<file path="config.mk">
export PLATFORM = sky130hd
export DESIGN_NAME = nn_layer_sequencer
export DESIGN_NICKNAME = d
export VERILOG_FILES = /design/src/rtl/nn_layer_sequencer.sv
export SDC_FILE = /design/constraint.sdc
export NUM_CORES = 1
export LEC_CHECK = 0
export CAP_MARGIN = 40
export CORE_AREA = 2 2 209 211
export CTS_CLUSTER_SIZE = 30
export DETAILED_ROUTE_END_ITERATION = 12
export DIE_AREA = 0 0 211 213
export GPL_TIMING_DRIVEN = 1
export SYNTH_ARGS = -nofsm -noshare
export SYNTH_HDL_FRONTEND = slang
export SYNTH_SLANG_ARGS = --single-unit
</file>
<file path="constraint.sdc">
create_clock -name clk -period 1.7 [get_ports clk]
set_input_delay 0.17 -clock clk [delete_from_list [all_inputs] [get_ports clk]]
set_output_delay 0.17 -clock clk [all_outputs]
set_load 0.005 [all_outputs]
</file>
<file path="src/rtl/nn_layer_sequencer.sv">
// Layer sequencer for the feed-forward network: walks each layer through weight fetch, MAC,
// activation and vector store, and arbitrates the weight RAM port with the weight loader.
module nn_layer_sequencer #(
  parameter int unsigned NUM_LAYERS = 2,
  parameter int unsigned ADDR_W     = 4,
  parameter int unsigned BASE_ADDR  = 0,
  parameter int unsigned ACT_LAT    = 1
) (
  input  logic              clk,
  input  logic              reset,
  input  logic              start,
  output logic              busy,
  output logic              done,
  input  logic              ld_req,
  input  logic [ADDR_W-1:0] ld_addr,
  input  logic [255:0]      ld_data,
  output logic              ld_gnt,
  output logic [ADDR_W-1:0] mem_addr,
  output logic              mem_we,
  output logic [255:0]      mem_wdata,
  output logic              wt_load,
  output logic              mac_en,
  output logic              act_en,
  output logic              vec_we,
  output logic              in_sel,
  output logic [3:0]        layer_idx
);

  localparam int unsigned CNT_W = $clog2(ACT_LAT + 1);

  typedef enum logic [2:0] {
    IDLE, FETCH, WAIT, LOAD, MAC, ACT, STORE, DONE
  } state_t;

  state_t            state, state_nxt;
  logic [3:0]        layer_q, layer_nxt;
  logic [CNT_W-1:0]  cnt_q, cnt_nxt;
  logic              pending_q, pending_nxt;
  logic [ADDR_W-1:0] addr_q, addr_nxt;
  logic              ld_win;

  logic busy_q, done_q, wt_load_q, mac_en_q, act_en_q, vec_we_q, in_sel_q;

  // The loader owns the RAM port only while the sequencer is idle
  assign ld_win = (state == IDLE) && ld_req;

  // State and datapath registers
  always_ff @(posedge clk) begin
    if (reset) begin
      state     <= IDLE;
      layer_q   <= '0;
      cnt_q     <= '0;
      pending_q <= 1'b0;
      addr_q    <= '0;
    end else begin
      state     <= state_nxt;
      layer_q   <= layer_nxt;
      cnt_q     <= cnt_nxt;
      pending_q <= pending_nxt;
      addr_q    <= addr_nxt;
    end
  end

  // Next-state logic
  always_comb begin
    state_nxt   = state;
    layer_nxt   = layer_q;
    cnt_nxt     = cnt_q;
    pending_nxt = pending_q;
    addr_nxt    = addr_q;
    case (state)
      IDLE: begin
        if (ld_req) begin
          if (start) pending_nxt = 1'b1;
        end else if (start || pending_q) begin
          state_nxt   = FETCH;
          layer_nxt   = 4'd0;
          pending_nxt = 1'b0;
          addr_nxt    = ADDR_W'(BASE_ADDR);
        end
      end
      FETCH: state_nxt = WAIT;
      WAIT:  state_nxt = LOAD;
      LOAD:  state_nxt = MAC;
      MAC: begin
        state_nxt = ACT;
        cnt_nxt   = '0;
      end
      ACT: begin
        if (cnt_q == CNT_W'(ACT_LAT - 1)) state_nxt = STORE;
        else                              cnt_nxt   = cnt_q + CNT_W'(1);
      end
      STORE: begin
        if (layer_q == 4'(NUM_LAYERS - 1)) begin
          state_nxt = DONE;
        end else begin
          state_nxt = FETCH;
          layer_nxt = layer_q + 4'd1;
          addr_nxt  = ADDR_W'(BASE_ADDR) + ADDR_W'(layer_q + 4'd1);
        end
      end
      DONE:    state_nxt = IDLE;
      default: state_nxt = IDLE;
    endcase
  end

  // Strobes are decoded from the next state so each is a flop output aligned with its state
  always_ff @(posedge clk) begin
    if (reset) begin
      busy_q    <= 1'b0;
      done_q    <= 1'b0;
      wt_load_q <= 1'b0;
      mac_en_q  <= 1'b0;
      act_en_q  <= 1'b0;
      vec_we_q  <= 1'b0;
      in_sel_q  <= 1'b0;
    end else begin
      busy_q    <= (state_nxt != IDLE);
      done_q    <= (state_nxt == DONE);
      wt_load_q <= (state_nxt == LOAD);
      mac_en_q  <= (state_nxt == MAC);
      act_en_q  <= (state_nxt == ACT) && (state != ACT);
      vec_we_q  <= (state_nxt == STORE);
      in_sel_q  <= (state_nxt != IDLE) && (layer_nxt != 4'd0);
    end
  end

  assign busy      = busy_q;
  assign done      = done_q;
  assign wt_load   = wt_load_q;
  assign mac_en    = mac_en_q;
  assign act_en    = act_en_q;
  assign vec_we    = vec_we_q;
  assign in_sel    = in_sel_q;
  assign layer_idx = layer_q;

  // Loader grant and its RAM write are combinational in the granted IDLE cycle
  assign ld_gnt    = ld_win;
  assign mem_we    = ld_win;
  assign mem_addr  = ld_win ? ld_addr : addr_q;
  assign mem_wdata = ld_win ? ld_data : '0;

endmodule

</file>
==> results of run 1 <==
[cells in the final DEF, fill, tap and decap left out, types with 5 or more instances in the layout]
master           count
clkdlybuf4s50_1    273
buf_6              154
and3_1             139
and3_4             117
buf_2              107
clkdlybuf4s15_2     28
buf_4               27
buf_8               22
buf_12              19
dfxtp_1             16
a21oi_1             10
nor3_1               8
nand2_1              8
clkbuf_16            7
buf_16               7
nor2_1               6
dlymetal6s2s_1       5
clkbuf_2             5
[cells in the mapped netlist]
cell type,count,area share
o21ai_0,2,0.0036
clkbuf_1,32,0.044
mux2_1,4,0.016
a22oi_1,1,0.0027
a41oi_2,1,0.0059
o21ai_2,1,0.0032
and2_1,1,0.0023
nor3b_1,1,0.0027
buf_6,2,0.0082
nor4_1,2,0.0045
xnor2_1,2,0.0064
ha_1,2,0.0091
nor3_1,8,0.015
and3_1,256,0.58
clkbuf_2,22,0.040
nor2_1,6,0.0082
buf_2,4,0.0073
nor3_4,1,0.0059
a311o_1,1,0.0036
buf_4,2,0.0055
o21ba_2,1,0.0036
nand2_1,8,0.011
or3b_4,1,0.0041
and2b_1,1,0.0027
inv_1,4,0.0055
a211oi_1,1,0.0027
a21oi_1,10,0.018
nor2b_2,1,0.0032
o211ai_1,1,0.0027
nand2b_1,4,0.0091
a32oi_4,1,0.010
nand3b_2,1,0.0041
dfxtp_1,19,0.14
a21oi_2,1,0.0032
nand3_1,1,0.0018
o2bb2a_1,1,0.0036
[cells by family after synthesis]
kind of cell             after synthesis  share of synthesized area
flip-flops                            19                      0.138
multiplexers                           4                     0.0164
AND/OR/NAND/NOR                      292                      0.657
AO/OA/AOI/OAI                         22                     0.0632
XOR/XNOR                               2                    0.00637
adder cells (fa/ha/maj)                2                    0.00910
buffers and inverters                 66                      0.110
[power groups by stage]
stage | clock network, mW | registers [mW] | logic (mW)
finish | 0.474 | 0.469 | 4.33
global placement | 0 | 0.476 | 2.83
CTS | 0.490 | 0.468 | 4.08
detailed placement | 0 | 0.477 | 2.83
floorplan | 0 | 0.479 | 0.852
global route | 0.515 | 0.469 | 4.58
[path summary, 6_finish.rpt]
path / slack, ns / depth (start not counted) / end / start
max: -0.29 / 9 / mem_wdata[158] / state[1]$_SDFF_PP0_
min: 0.46 / 2 / addr_q[0]$_SDFFE_PP0P_ / addr_q[0]$_SDFFE_PP0P_
max reg2reg: -0.09 / 8 / in_sel$_SDFF_PP0_ / state[1]$_SDFF_PP0_
min reg2reg: 0.46 / 2 / addr_q[0]$_SDFFE_PP0P_ / addr_q[0]$_SDFFE_PP0P_
[per-layer routing]
metal	vias up	track usage	part of all wire
met4	0	0.0529	0.046
met5	-	0	0
met1	2699	0.118	0.35
met2	379	0.191	0.51
met3	38	0.0275	0.10
li1	2688	-	-
[sequential cells by signal (all words and copies together), names as in the netlist]
name       count
done           1
busy           1
layer_idx      4
pending_q      1
vec_we         1
in_sel         1
act_en         1
mac_en         1
wt_load        1
state          3
addr_q         4
[area by class of cell]
class                   instances  area (sq um)  area share
well taps                     546           683      0.0653
clock buffers                   4          78.8     0.00753
flip-flops and latches         19           384      0.0367
diodes                          4          10.0    0.000956
repair buffers                652          6620       0.633
inverters                       4          15.0     0.00143
multi-input cells             322          2680       0.256
[what timing repair did]
item | in CTS | in global routing
gates resized for setup | 1014 | 328
setup buffers | 60 | 24
hold buffers | 0 | 0
cloned | 21 | 5
setup endpoints to repair | 265 | 271
pin swaps | 27 | 56
[through the flow]
| step | setup TNS [ns] | hold WS, ns | utilization | instance area (sq um) |
|---|---|---|---|---|
| after global placement | -49.79 | 0.447 | 0.207 | 8860 |
| after floorplan | 0 | 0.243 | - | 2750 |
| after global routing | -64.65 | 0.484 | 0.245 | 10500 |
| after detailed placement | -52.95 | 0.451 | 0.207 | 8860 |
| after CTS | -57.62 | 0.458 | 0.236 | 10100 |
| final | -41.36 | 0.464 | 0.245 | 10500 |
[critical path, stage by stage (launching register included)]
cell and delay, ns:
dfxtp_2 0.33, nor3_4 0.24, buf_6 0.17, buf_12 0.11
buf_12 0.12, buf_16 0.11, buf_8 0.11, buf_6 0.10
and3_4 0.19, buf_6 0.09
==> flow_summary_export.csv, run 1 <==
group,metric,value,unit
cts,clkTransAtPathRegs,0.05,ns
status,status,"complete, but fails checks",
floorplanning,die_w,211,um
timing,rsz0062_at_grt,"yes",
synth,yosys.cell_types.count,36,
global_routing,antenna_found_initial,5,
power,seqPwrFrac,0.089,
drt,drtIter0Drc,260,
timing,layout_min_cycle_time,1.99,ns
drt,via_count,5804,
floorplanning,die_y,213,um
final_layout,final_cells,1551,
timing,fmax,502,MHz
cts,cts_buffer_depth,2,
drt,drt_wl_total,28700,um
power,p_clk_frac,0.090,
placement,gp_congestion,0.828,
cts,cts_tree,"done",
synth,synth_cells,407,
cts,ctsHtreeMaxLevel,1,
placement,portBuffers,536,
synth,syn_nets,673,
power,intPower,3.57,mW
synth,synth_warnings,0,
timing,min_period_over_period,1.17,
floorplanning,dieArea,44900,sq um
final_layout,layout.nets,1268,
global_routing,grt_max_degree,98,
drt,postRouteAntennaNets,0,
global_routing,grtUsageTotal,0.107,
global_routing,grt_pass1_vias,5657,
critical_path,arrival,1.82,ns
final_layout,drive_gt1_frac,0.510,
power,finalPower,5.27,mW
timing,final_hold_viol_count,0,
drt,first_pass_iters,4,
global_routing,overflow,0,
critical_path,worst_setup_path_end_kind,"output pin",
status,violations,"setup timing",
power,irDropWorstVdd,0.407,mV
final_layout,syn2layout_area_growth,281,%
cts,cts_root_buf,"clkbuf_16",
cts,cts_made_buffers,3,
power,p_sw,1.70,mW
timing,layout_setup_ws,-0.290,ns
critical_path,crit_type,"reg -> out",
timing,relSlewSlack,0.753,
floorplanning,ioPinCount,537,
synth,synth_area,2750,sq um
critical_path,crit_fanout,4,
synth,ys_ff_latch,19,
floorplanning,core,42700,sq um
timing,tightest_slew,0.370,ns
cts,cts_sinks,19,
timing,final-setup-viol-count,259,
final_layout,fillCellCount,4542,
worst_hold_path,hp-class,"reg -> reg",
synth,ys_seq_area_frac,0.138,
power,power_density,504,nW/um^2
drt,wl_per_cell,18.5,um
placement,pre_cts_ws,-0.362,ns
drt,drc,0,
placement,hpwl,19500,um
timing,drv_slew,0,
cts,clkLatencyLatePin,0.24,ns
placement,placedCellCount,1462,
timing,finClkSkew,0.000936,ns
critical_path,cp.required,1.53,ns
drt,vias_per_cell,3.74,
floorplanning,initial_core_util,0.0644,
critical_path,setup.worst_path.start_class,"flip-flop",
floorplanning,rows,76,
power,swShare,0.323,
job,max-cap-violations,0,
power,pwr-share-comb,0.821,
synth,avgSynthCellArea,6.76,sq um
power,total_leakage_power,4.99,nW
global_routing,grt_pass1_wl,36100,um
(Power assumes the default switching activity.)
==> run 2, diff against run 1 <==
--- a/config.mk
+++ b/config.mk
@@ -10,6 +10,7 @@
 export CTS_CLUSTER_SIZE = 30
 export DETAILED_ROUTE_END_ITERATION = 12
 export DIE_AREA = 0 0 211 213
+export GPL_ROUTABILITY_DRIVEN = 0
 export GPL_TIMING_DRIVEN = 1
 export SYNTH_ARGS = -nofsm -noshare
 export SYNTH_HDL_FRONTEND = slang
==> results of run 2 <==
The final DEF is identical to that of run 1; final timing and power are the same.
